### src/rtl/k2_pkg.sv
// Shared types for the K2 memory arbiter: FSM states and port-owner encoding.
package k2_pkg;

  typedef enum logic [1:0] {ARB_IDLE, ARB_LOCK_B, ARB_YIELD} k2_arb_state_t;
  typedef enum logic {OWN_A, OWN_B} k2_owner_t;

endpackage

### src/rtl/k2_mem_arbiter_if.sv
// Requester A, requester B and RAM signals seen by the K2 memory arbiter.
interface k2_mem_arbiter_if #(
  parameter int AW = 8,
  parameter int DW = 8
);
  logic          a_req;
  logic [AW-1:0] a_addr;
  logic          a_gnt;
  logic          a_rvalid;
  logic [DW-1:0] a_rdata;

  logic          b_req;
  logic          b_we;
  logic [AW-1:0] b_addr;
  logic [DW-1:0] b_wdata;
  logic          b_lock;
  logic          b_gnt;
  logic          b_rvalid;
  logic [DW-1:0] b_rdata;

  logic          mem_en;
  logic          mem_we;
  logic [AW-1:0] mem_addr;
  logic [DW-1:0] mem_wdata;
  logic [DW-1:0] mem_rdata;

  // Arbiter side.
  modport slave (
    input  a_req, a_addr, b_req, b_we, b_addr, b_wdata, b_lock, mem_rdata,
    output a_gnt, a_rvalid, a_rdata, b_gnt, b_rvalid, b_rdata,
    output mem_en, mem_we, mem_addr, mem_wdata
  );

  // Requesters plus RAM, i.e. everything around the arbiter.
  modport master (
    output a_req, a_addr, b_req, b_we, b_addr, b_wdata, b_lock, mem_rdata,
    input  a_gnt, a_rvalid, a_rdata, b_gnt, b_rvalid, b_rdata,
    input  mem_en, mem_we, mem_addr, mem_wdata
  );
endinterface

### src/rtl/k2_rr_pick2.sv
// Two-way round-robin pick: bit 0 = port A, bit 1 = port B; a tie goes to
// the port that was not granted last.
module k2_rr_pick2
  import k2_pkg::*;
(
  input  logic [1:0] req,
  input  k2_owner_t  last,
  output logic [1:0] gnt
);

  assign gnt[0] = req[0] & (~req[1] | (last == OWN_B));
  assign gnt[1] = req[1] & (~req[0] | (last == OWN_A));

endmodule

### src/rtl/k2_mem_arbiter.sv
// Shares the single-port K2 RAM between the CPU read path (A) and the
// loader/debug path (B), with round-robin arbitration and bounded B bursts.
module k2_mem_arbiter
  import k2_pkg::*;
#(
  parameter int AW        = 8,
  parameter int DW        = 8,
  parameter int MAX_BURST = 4
) (
  input  logic              clk,
  input  logic              reset,
  k2_mem_arbiter_if.slave   bus
);

  localparam int            CW      = $clog2(MAX_BURST + 1);
  localparam logic [CW-1:0] MAX_CNT = CW'(MAX_BURST);
  localparam logic [CW-1:0] ONE_CNT = CW'(1);

  k2_arb_state_t state, state_n;
  k2_owner_t     last, last_n;
  logic [CW-1:0] cnt, cnt_n;
  logic          ga, gb, take_rr;
  logic [1:0]    rr_gnt;
  logic          rd_vld_q;
  k2_owner_t     rd_own_q;
  logic [AW-1:0] addr_mux;
  logic [DW-1:0] rdata;

  k2_rr_pick2 u_rr (
    .req  ({bus.b_req, bus.a_req}),
    .last (last),
    .gnt  (rr_gnt)
  );

  // State register, burst counter and the 1-cycle read-owner register.
  always_ff @(posedge clk) begin
    if (reset) begin
      state    <= ARB_IDLE;
      last     <= OWN_B;
      cnt      <= '0;
      rd_vld_q <= 1'b0;
      rd_own_q <= OWN_A;
    end else begin
      state    <= state_n;
      last     <= last_n;
      cnt      <= cnt_n;
      rd_vld_q <= ga | (gb & ~bus.b_we);
      rd_own_q <= gb ? OWN_B : OWN_A;
    end
  end

  always_comb begin
    state_n = state;
    last_n  = last;
    cnt_n   = cnt;
    ga      = 1'b0;
    gb      = 1'b0;
    take_rr = 1'b0;
    case (state)
      ARB_IDLE: take_rr = 1'b1;
      ARB_LOCK_B: begin
        if (bus.b_req && bus.b_lock) begin
          // Saturated burst with A now waiting: hand over next cycle.
          if (cnt == MAX_CNT && bus.a_req) begin
            state_n = ARB_YIELD;
          end else begin
            gb     = 1'b1;
            last_n = OWN_B;
            if (cnt != MAX_CNT) cnt_n = cnt + ONE_CNT;
            if (cnt_n == MAX_CNT && bus.a_req) state_n = ARB_YIELD;
          end
        end else begin
          // Lock released: arbitrate normally in this same cycle.
          state_n = ARB_IDLE;
          cnt_n   = '0;
          take_rr = 1'b1;
        end
      end
      ARB_YIELD: begin
        state_n = ARB_IDLE;
        cnt_n   = '0;
        if (bus.a_req) begin
          ga     = 1'b1;
          last_n = OWN_A;
        end
      end
      default: begin
        state_n = ARB_IDLE;
        cnt_n   = '0;
      end
    endcase

    if (take_rr) begin
      ga = rr_gnt[0];
      gb = rr_gnt[1];
      if (rr_gnt[0]) last_n = OWN_A;
      if (rr_gnt[1]) begin
        last_n = OWN_B;
        if (bus.b_lock) begin
          cnt_n   = ONE_CNT;
          state_n = (ONE_CNT == MAX_CNT && bus.a_req) ? ARB_YIELD : ARB_LOCK_B;
        end
      end
    end
  end

  assign addr_mux = gb ? bus.b_addr : bus.a_addr;
  assign rdata    = bus.mem_rdata;

  // Reset masks grants and any read still in flight in the reset cycle itself.
  always_comb begin
    bus.a_gnt     = ga & ~reset;
    bus.b_gnt     = gb & ~reset;
    bus.a_rvalid  = rd_vld_q & (rd_own_q == OWN_A) & ~reset;
    bus.b_rvalid  = rd_vld_q & (rd_own_q == OWN_B) & ~reset;
    bus.a_rdata   = rdata;
    bus.b_rdata   = rdata;
    bus.mem_en    = (ga | gb) & ~reset;
    bus.mem_we    = gb & bus.b_we & ~reset;
    bus.mem_addr  = addr_mux;
    bus.mem_wdata = bus.b_wdata;
  end

endmodule

### src/flat_wrapper.sv
// flat-port wrapper written by rule: the top's interface ports become plain ports
module k2_mem_arbiter_flat import k2_pkg::*;
#(
  parameter int AW        = 8,
  parameter int DW        = 8,
  parameter int MAX_BURST = 4
)
  (clk, reset, bus_a_req, bus_a_addr, bus_b_req, bus_b_we, bus_b_addr, bus_b_wdata, bus_b_lock, bus_mem_rdata, bus_a_gnt, bus_a_rvalid, bus_a_rdata, bus_b_gnt, bus_b_rvalid, bus_b_rdata, bus_mem_en, bus_mem_we, bus_mem_addr, bus_mem_wdata);
  k2_mem_arbiter_if #(.AW(AW), .DW(DW)) bus_i ();
  input  logic clk;
  input  logic reset;
  input wire logic [$bits(bus_i.a_req)-1:0] bus_a_req;
  input wire logic [$bits(bus_i.a_addr)-1:0] bus_a_addr;
  input wire logic [$bits(bus_i.b_req)-1:0] bus_b_req;
  input wire logic [$bits(bus_i.b_we)-1:0] bus_b_we;
  input wire logic [$bits(bus_i.b_addr)-1:0] bus_b_addr;
  input wire logic [$bits(bus_i.b_wdata)-1:0] bus_b_wdata;
  input wire logic [$bits(bus_i.b_lock)-1:0] bus_b_lock;
  input wire logic [$bits(bus_i.mem_rdata)-1:0] bus_mem_rdata;
  output wire logic [$bits(bus_i.a_gnt)-1:0] bus_a_gnt;
  output wire logic [$bits(bus_i.a_rvalid)-1:0] bus_a_rvalid;
  output wire logic [$bits(bus_i.a_rdata)-1:0] bus_a_rdata;
  output wire logic [$bits(bus_i.b_gnt)-1:0] bus_b_gnt;
  output wire logic [$bits(bus_i.b_rvalid)-1:0] bus_b_rvalid;
  output wire logic [$bits(bus_i.b_rdata)-1:0] bus_b_rdata;
  output wire logic [$bits(bus_i.mem_en)-1:0] bus_mem_en;
  output wire logic [$bits(bus_i.mem_we)-1:0] bus_mem_we;
  output wire logic [$bits(bus_i.mem_addr)-1:0] bus_mem_addr;
  output wire logic [$bits(bus_i.mem_wdata)-1:0] bus_mem_wdata;
  assign bus_i.a_req = bus_a_req;
  assign bus_i.a_addr = bus_a_addr;
  assign bus_i.b_req = bus_b_req;
  assign bus_i.b_we = bus_b_we;
  assign bus_i.b_addr = bus_b_addr;
  assign bus_i.b_wdata = bus_b_wdata;
  assign bus_i.b_lock = bus_b_lock;
  assign bus_i.mem_rdata = bus_mem_rdata;
  assign bus_a_gnt = bus_i.a_gnt;
  assign bus_a_rvalid = bus_i.a_rvalid;
  assign bus_a_rdata = bus_i.a_rdata;
  assign bus_b_gnt = bus_i.b_gnt;
  assign bus_b_rvalid = bus_i.b_rvalid;
  assign bus_b_rdata = bus_i.b_rdata;
  assign bus_mem_en = bus_i.mem_en;
  assign bus_mem_we = bus_i.mem_we;
  assign bus_mem_addr = bus_i.mem_addr;
  assign bus_mem_wdata = bus_i.mem_wdata;
  k2_mem_arbiter #(.AW(AW), .DW(DW), .MAX_BURST(MAX_BURST)) u_core (.clk(clk), .reset(reset), .bus(bus_i));
endmodule
### config.mk
export PLATFORM = sky130hd
export DESIGN_NAME = k2_mem_arbiter_flat
export DESIGN_NICKNAME = d
export VERILOG_FILES = /design/src/rtl/k2_pkg.sv /design/src/rtl/k2_mem_arbiter_if.sv /design/src/rtl/k2_rr_pick2.sv /design/src/rtl/k2_mem_arbiter.sv /design/src/flat_wrapper.sv
export SDC_FILE = /design/constraint.sdc
export NUM_CORES = 1
export LEC_CHECK = 0
export BUFFER_PORTS_ARGS = -buffer_cell sky130_fd_sc_hd__buf_2
export CAP_MARGIN = 20
export CORE_MARGIN = 8
export CORE_UTILIZATION = 31
export DETAILED_ROUTE_END_ITERATION = 6
export PLACE_DENSITY = 0.68
export RECOVER_POWER = 100
export REMOVE_ABC_BUFFERS = 1
export SYNTH_ARGS = -nofsm -noshare
export SYNTH_HDL_FRONTEND = slang
export SYNTH_SLANG_ARGS = --single-unit
### constraint.sdc
create_clock -name clk -period 1.9 [get_ports clk]
set_input_delay 0.38 -clock clk [delete_from_list [all_inputs] [get_ports clk]]
set_output_delay 0.38 -clock clk [all_outputs]
set_load 0.005 [all_outputs]
==> results of run 1 <==
[power breakdown]
part           internal, mW  switching, mW  leakage (nW)  total (mW)
Clock                0.0727         0.0639        0.0138       0.137
Combinational         0.163          0.106         0.521       0.269
Sequential            0.177        0.00775        0.0667       0.185
Total                 0.413          0.178         0.602       0.590
[cell families (layout without fill, tap and decap cells)]
logic type | count (synthesis) | after routing
AOI/OAI and AO/OA | 24 | 24
DFF | 8 | 8
buffers and inverters | 35 | 70
and+or+nand+nor | 26 | 26
muxes | 8 | 8
adders and majority gates | 5 | 5
[worst max path at each step]
stage                 endpoint  cells after the start
6_report       bus_mem_addr[3]                      8
3_5_place_dp   bus_mem_addr[1]                      7
4_1_cts        bus_mem_addr[6]                      8
5_1_grt        bus_mem_addr[3]                      8
2_1_floorplan  bus_mem_addr[0]                      6
3_3_place_gp   bus_mem_addr[0]                      7
[state kept, by name (all words and copies together), names as in the netlist]
signal / count
u_core.rd_vld_q: 1
u_core.cnt: 3
u_core.state: 2
u_core.rd_own_q: 1
u_core.last: 1
[layout make-up]
class / count / share of cell area [%]
well taps: 31 / 3.07
multi-input cells: 63 / 46.2
inverters: 8 / 2.38
flip-flops and latches: 8 / 13.1
clock buffers: 3 / 1.78
repair buffers: 59 / 33.5
[critical path: stages, from the launching register on]
cell and delay [ns]:
dfxtp_2 0.33, inv_2 0.06, ha_4 0.16, nor2b_4 0.12, o21ai_4 0.16, a2bb2oi_4 0.20, buf_6 0.15, mux2_4 0.30
buf_6 0.12
[what timing repair did]
item	CTS	global route
pin swaps	4	4
buffers inserted	7	3
gates resized for setup	25	6
endpoints found under the setup margin	12	12
[cells in the final DEF (no fill, tap or decap), types with 2 or more instances in the layout]
master and instances:
dfxtp_1 6, buf_4 21, mux2_4 8, buf_2 25, nand2_1 5, ha_2 3, nand2b_1 4, clkbuf_1 2
a31oi_1 4, inv_1 7, clkbuf_4 3, o21ai_0 4, a21oi_1 4, buf_6 10, nor2_1 4
[metal layers]
layer	GRT usage (%)	vias to the layer above
met1	10.4	408
met5	0	-
li1	-	420
met3	8.87	6
met4	4.69	0
met2	17.2	68
[stage by stage]
stage                     cells  setup WS [ns]  setup TNS (ns)  util [%]  cell area (sq um)
after global placement      162         -0.188           -1.50      37.6               1040
after detailed placement    162         -0.233           -2.02      37.6               1040
after floorplan              79         -0.151          -0.963         -                696
after CTS                   171         -0.366           -3.68      44.7               1230
after global routing        172         -0.412           -4.23      45.8               1260
final                       172         -0.332           -3.29      45.8               1260
==> run metrics, run 1 <==
fin. max-slew vios=0; RePlAce Congestion=0.832; layout overhead on the synthesized area=41.1%; Yosys top cell area share=20.1%; Worst Path Arrival=1.85 ns; mean post-synth cell area=8.45 sq um; total core area=0.00276 sq mm; yosys synthesis warning count=0; Worst Path Max Fanout=4; Final HPWL DP=2140 um; Root Buffer=clkbuf_4; Hold Slack=0.323 ns; FF/Latch Area=165 sq um; detailed-routed wire length on met2=1290 um; FF+latch count, synth=8; met3 WL post-DR=428 um; CTS Hold Buffers Added=0; layout cells sized above 1=60.3%; vias per cell=5.24; drt total wl=2850 um; Yosys top cell by area=buf_4; drt first pass iters=4; Adder-Cell Fraction of Synth Area=6.98%; number of synthesized flops with an enable pin=0; max_cap viols=0; Worst-Margin Slew=0.443 ns; total CTS buffers=3; top_reg_cell synth=dfxtp_1; Clock transition at path regs=0.06 ns; Total Power=0.590 mW; largest family of logic cells by synthesized area=buffers and inverters; largest net degree at the start of global routing=10; Skew-Pair Late Insertion Delay=0.26 ns; hold path start=bus_b_we; drt drc=0; vias in the first global route=1019; final setup fails=12; routed len/inst=16.6 um; multi-input combinational cell area=584 sq um; met1 WL=1070 um; Final ANT Viol Nets=0; FF-to-FF path depth=10; R2R Path Start=u_core.state[1]$_SDFF_PP0_; simple-gate share of the synthesized area=16.6%; buffers added on ports=35; Final WS setup=-0.332 ns; Fillers=256; H-tree levels=1; initial antenna violation count=0; via count=902; die width=69.8 um; cells after synthesis=106; DR top layer=met4; Reg2Reg Setup Slack=0.18 ns; clk sink count=8; Fmax=448 MHz; Max transition margin=70.4%; Commonest cells post-synth=24 x buf_4, 8 x dfxtp_1, 8 x inv_1; Rows=19; clk_skew=0.00252 ns; area of the die=0.00487 sq mm; critical setup path kind=flop to output pin; synth top area cells=buf_4 20%, dfxtp_1 18%, mux2_4 8.4%, ha_1 7.0%, mux2_2 3.8%; Startpoint Class=flop; LEAKAGE=0.602 nW; Post-layout nets=186; first-pass GRT wire length=4490 um; most numerous cell in the Yosys netlist=buf_4; Diodes inserted=0; Synth Area in Compound Gates=20.7%; Hold Path Class=input pin to flop; post-synthesis sequential area ratio=17.9%; final cycle utilization of the critical path=117%; failing checks=setup timing; CTS tree=done; worst endpoint required time=1.52 ns; multiplexer share of the synthesized area=12.2%; total track usage=11.0%; Hold Violations, Final=0; gr ovfl total=0; Crit. End Element=output pin; RSZ-0062 raised after global routing=true; First DRT Iteration DRCs=14; FFs w/ async S/R, synth=0%; clk buf depth=2; VDD IR max=352 uV; Power per Cell Area=467 mW/mm^2; Hold Path End=u_core.rd_vld_q$_SDFF_PP0_; xor/xnor share of the synthesized area=0%; status=complete, but fails checks; capturing point of the worst reg2reg path=u_core.rd_vld_q$_SDFF_PP0_; die height=69.8 um; Hold Path Stages=2; synthesized area=896 sq um; Tmin final=2.23 ns; Cell variety after synth=36; Critical Path Source=u_core.state[1]$_SDFF_PP0_; Starting Density=32.5%; Boundary Pins=76
Note: power is estimated with default switching activity, not from simulation.
==> run 2: changes to the inputs <==
ABC_AREA = 1   (was unset)
==> run 2 against run 1 <==
The run still ends with setup timing left. Register-to-register slack gained 0.29 ns. Critical path depth grew 4. Combinational power shrank 28%. Via count shrank 1.4%. Count of clock-buffer cells in the layout is the same. Clock power shrank 7%. Highest routed layer unchanged. Power shrank 15%. Worst hold slack lost 0.0079 ns.
==> run metrics, run 2 <==
status=complete, but fails checks; failing checks=setup timing; Worst Path Max Fanout=8 (+4); Diodes inserted=0 (unchanged); VDD IR max=353 uV (+0.22%); Startpoint Class=flop; top_reg_cell synth=dfxtp_1; Worst Path Arrival=1.59 ns (-0.26 ns); total track usage=10.3% (-0.71 points); fin cells=193 (+12%); worst path cell trace=inv_4 -> ha_4 -> inv_4 -> nor2_4 -> inv_2 -> nor2_4 -> nand2_4 -> nand2_8 -> inv_8 -> nand2_1 -> nand2_1 -> buf_2; Power per Cell Area=451 mW/mm^2 (-3.6%); Yosys top cell area share=20.6% (+0.49 points); final cycle utilization of the critical path=104% (-14 points); total core area=0.00271 sq mm (-1.7%); FFs w/ async S/R, synth=0% (unchanged); switching pwr=0.167 mW (-5.9%); drt drc=0 (unchanged); RePlAce Congestion=0.822 (-1.2%); clk_skew=0.00701 ns (+0.00449 ns); max_cap viols=0 (unchanged); Cell variety after synth=21 (-42%); Yosys top cell by area=buf_4; mean post-synth cell area=6.43 sq um (-24%); Final WS setup=-0.0677 ns (+0.264 ns); Starting Density=32.3% (-0.21 points); die height=69.1 um (-0.92%); Placed Area=931 sq um (-10%); Worst path slowest cell=dfxtp_2; Worst-Margin Slew=0.368 ns (-0.0759 ns); Fillers=285 (+11%); clk buf depth=2 (unchanged); number of synthesized flops with an enable pin=0 (unchanged); drt total wl=2680 um (-6.1%); area of the die=0.00478 sq mm (-1.8%); buffers added on ports=35 (unchanged); R2R Path Start=u_core.cnt[1]$_SDFF_PP0_; slowest stage delay, CP=0.33 ns (about the same); Reg2Reg Setup Slack=0.47 ns (+0.29 ns); Hold Path Class=input pin to flop; most frequent cells in the layout=39 x nand2_1, 34 x buf_2, 10 x inv_1, 10 x buf_4, 8 x nand2_2; FF+latch count, synth=8 (unchanged); synth top area cells=buf_4 21%, nand2_1 20%, dfxtp_1 18%, ha_1 7.2%, inv_1 6.0%; Boundary Pins=76 (unchanged); gr ovfl total=0 (unchanged); Clock transition at path regs=0.06 ns (about the same); Final HPWL DP=1930 um (-9.8%); design area=0.00112 sq mm (-11%); H-tree levels=1 (unchanged); DP Cell Count=181 (+12%); max reg flops=3 (unchanged); Hold Slack=0.315 ns (-0.00788 ns); Biggest register=u_core.cnt; First DRT Iteration DRCs=25 (+11); Clk pwr share=25.5% (+2.4 points); layout overhead on the synthesized area=28.0%; RSZ-0062 raised after global routing=true; vias in the first global route=914 (-10%); FF-to-FF path depth=11 (+1); final setup fails=12 (unchanged); routed len/inst=13.9 um (-16%); initial antenna violation count=0 (unchanged); Total Power=0.505 mW (-15%); critical setup path kind=flop to output pin; Largest delay share family, worst path=simple AND/OR/NAND/NOR gates; total CTS buffers=3 (unchanged); capturing point of the worst reg2reg path=u_core.state[1]$_SDFF_PP0_; LEAKAGE=0.604 nW (+0.38%); commonest non-fill, non-tap cell in the layout=nand2_1; Max transition margin=75.2% (+4.8 points); Buf+Inv Stages, Crit Path=5 (+2); Hold Path End=u_core.state[0]$_SDFF_PP0_; largest registers=u_core.cnt x3, u_core.state x2; internal power=0.338 mW (-18%); most numerous cell in the Yosys netlist=nand2_1; clk sink count=8 (unchanged); cells after synthesis=136 (+28%); first-pass GRT wire length=4080 um (-8.9%); Root Buffer=clkbuf_4; Comb pwr share=38.5% (-7.1 points); Tmin final=1.97 ns (-0.264 ns); largest net degree at the start of global routing=9 (-1); Hold Violations, Final=0 (unchanged); post-synthesis sequential area ratio=18.3% (+0.43 points); hold path start=reset; synthesized area=875 sq um (-2.4%); Fmax=508 MHz (+13%); yosys synthesis warning count=0 (unchanged); Skew-Pair Late Insertion Delay=0.25 ns (about the same); switching share of power=33.1% (+3.0 points); die width=69.1 um (-0.92%); Place WS=0.0479 ns (+0.281 ns); worst endpoint required time=1.52 ns (about the same); Rows=19 (unchanged); vias per cell=4.61 (-12%); Hold Path Stages=2 (unchanged); Post-layout nets=207 (+11%); CTS tree=done; Flop pwr share=36.1% (+4.8 points); Final ANT Viol Nets=0 (unchanged); fin. max-slew vios=0 (unchanged); Commonest cells post-synth=46 x nand2_1, 24 x buf_4, 14 x inv_1; via count=889 (-1.4%); drt first pass iters=4 (unchanged); layout cells sized above 1=50.6% (-9.7 points); Crit. End Element=output pin
[run 2: stage by stage]
stage	utilization (%)	setup TNS [ns]
2_1_floorplan	-	0
3_3_place_gp	34.3	0
3_5_place_dp	34.3	0
4_1_cts	38.6	-0.492
5_1_grt	41.3	-1.82
6_report	41.3	-0.667
[run 2: cell type report]
cell class                 instances  area [sq um]  area share (%)
multi-input combinational         86           547            48.8
timing repair buffer              46           260            23.2
sequential                         8           165            14.7
inverter                          19          86.3            7.71
tap                               31          38.8            3.46
clock buffer                       3          22.5            2.01
[run 2: cell families (layout without fill, tap and decap cells)]
group           Yosys count  after routing  share of synthesized area [%]
buf+inv                  43             68                           29.0
compound gates           10             10                           7.15
simple gates             70             71                           38.3
fa+ha+maj                 5              5                           7.15
flops                     8              8                           18.3
[run 2: worst max path at each step]
stage	from	end	slack, ns	cells after the start
after global placement	u_core.state[1]$_SDFF_PP0_	bus_mem_addr[1]	0.11	12
after floorplan	u_core.cnt[0]$_SDFF_PP0_	bus_mem_we	0.27	9
after CTS	u_core.state[1]$_SDFF_PP0_	bus_mem_addr[6]	-0.05	10
after detailed placement	u_core.state[1]$_SDFF_PP0_	bus_mem_addr[6]	0.05	12
final	u_core.state[1]$_SDFF_PP0_	bus_mem_addr[6]	-0.07	12
after global routing	u_core.state[1]$_SDFF_PP0_	bus_mem_en	-0.17	11
[run 2: power groups by stage]
stage | clock network (mW) | registers, mW | logic [mW]
global route | 0.153 | 0.183 | 0.215
CTS | 0.140 | 0.182 | 0.173
global placement | 0 | 0.184 | 0.157
detailed placement | 0 | 0.185 | 0.157
floorplan | 0 | 0.185 | 0.0881
finish | 0.128 | 0.182 | 0.194
[run 2: timing repair]
item                                    4_1_cts  5_1_grt
setup buffers                                 5        3
cloned                                        1        0
pin swaps                                     4        7
endpoints found under the setup margin       12       12
hold buffers                                  0        0
resized for setup                            14       16
[run 2: layer usage]
metal  vias up  wire, um  GRT usage (%)
met5         -         0              0
met4         0        37           7.06
met3         2       308           6.44
met2        57      1340           15.8
met1       384       997           10.0
li1        446         -              -
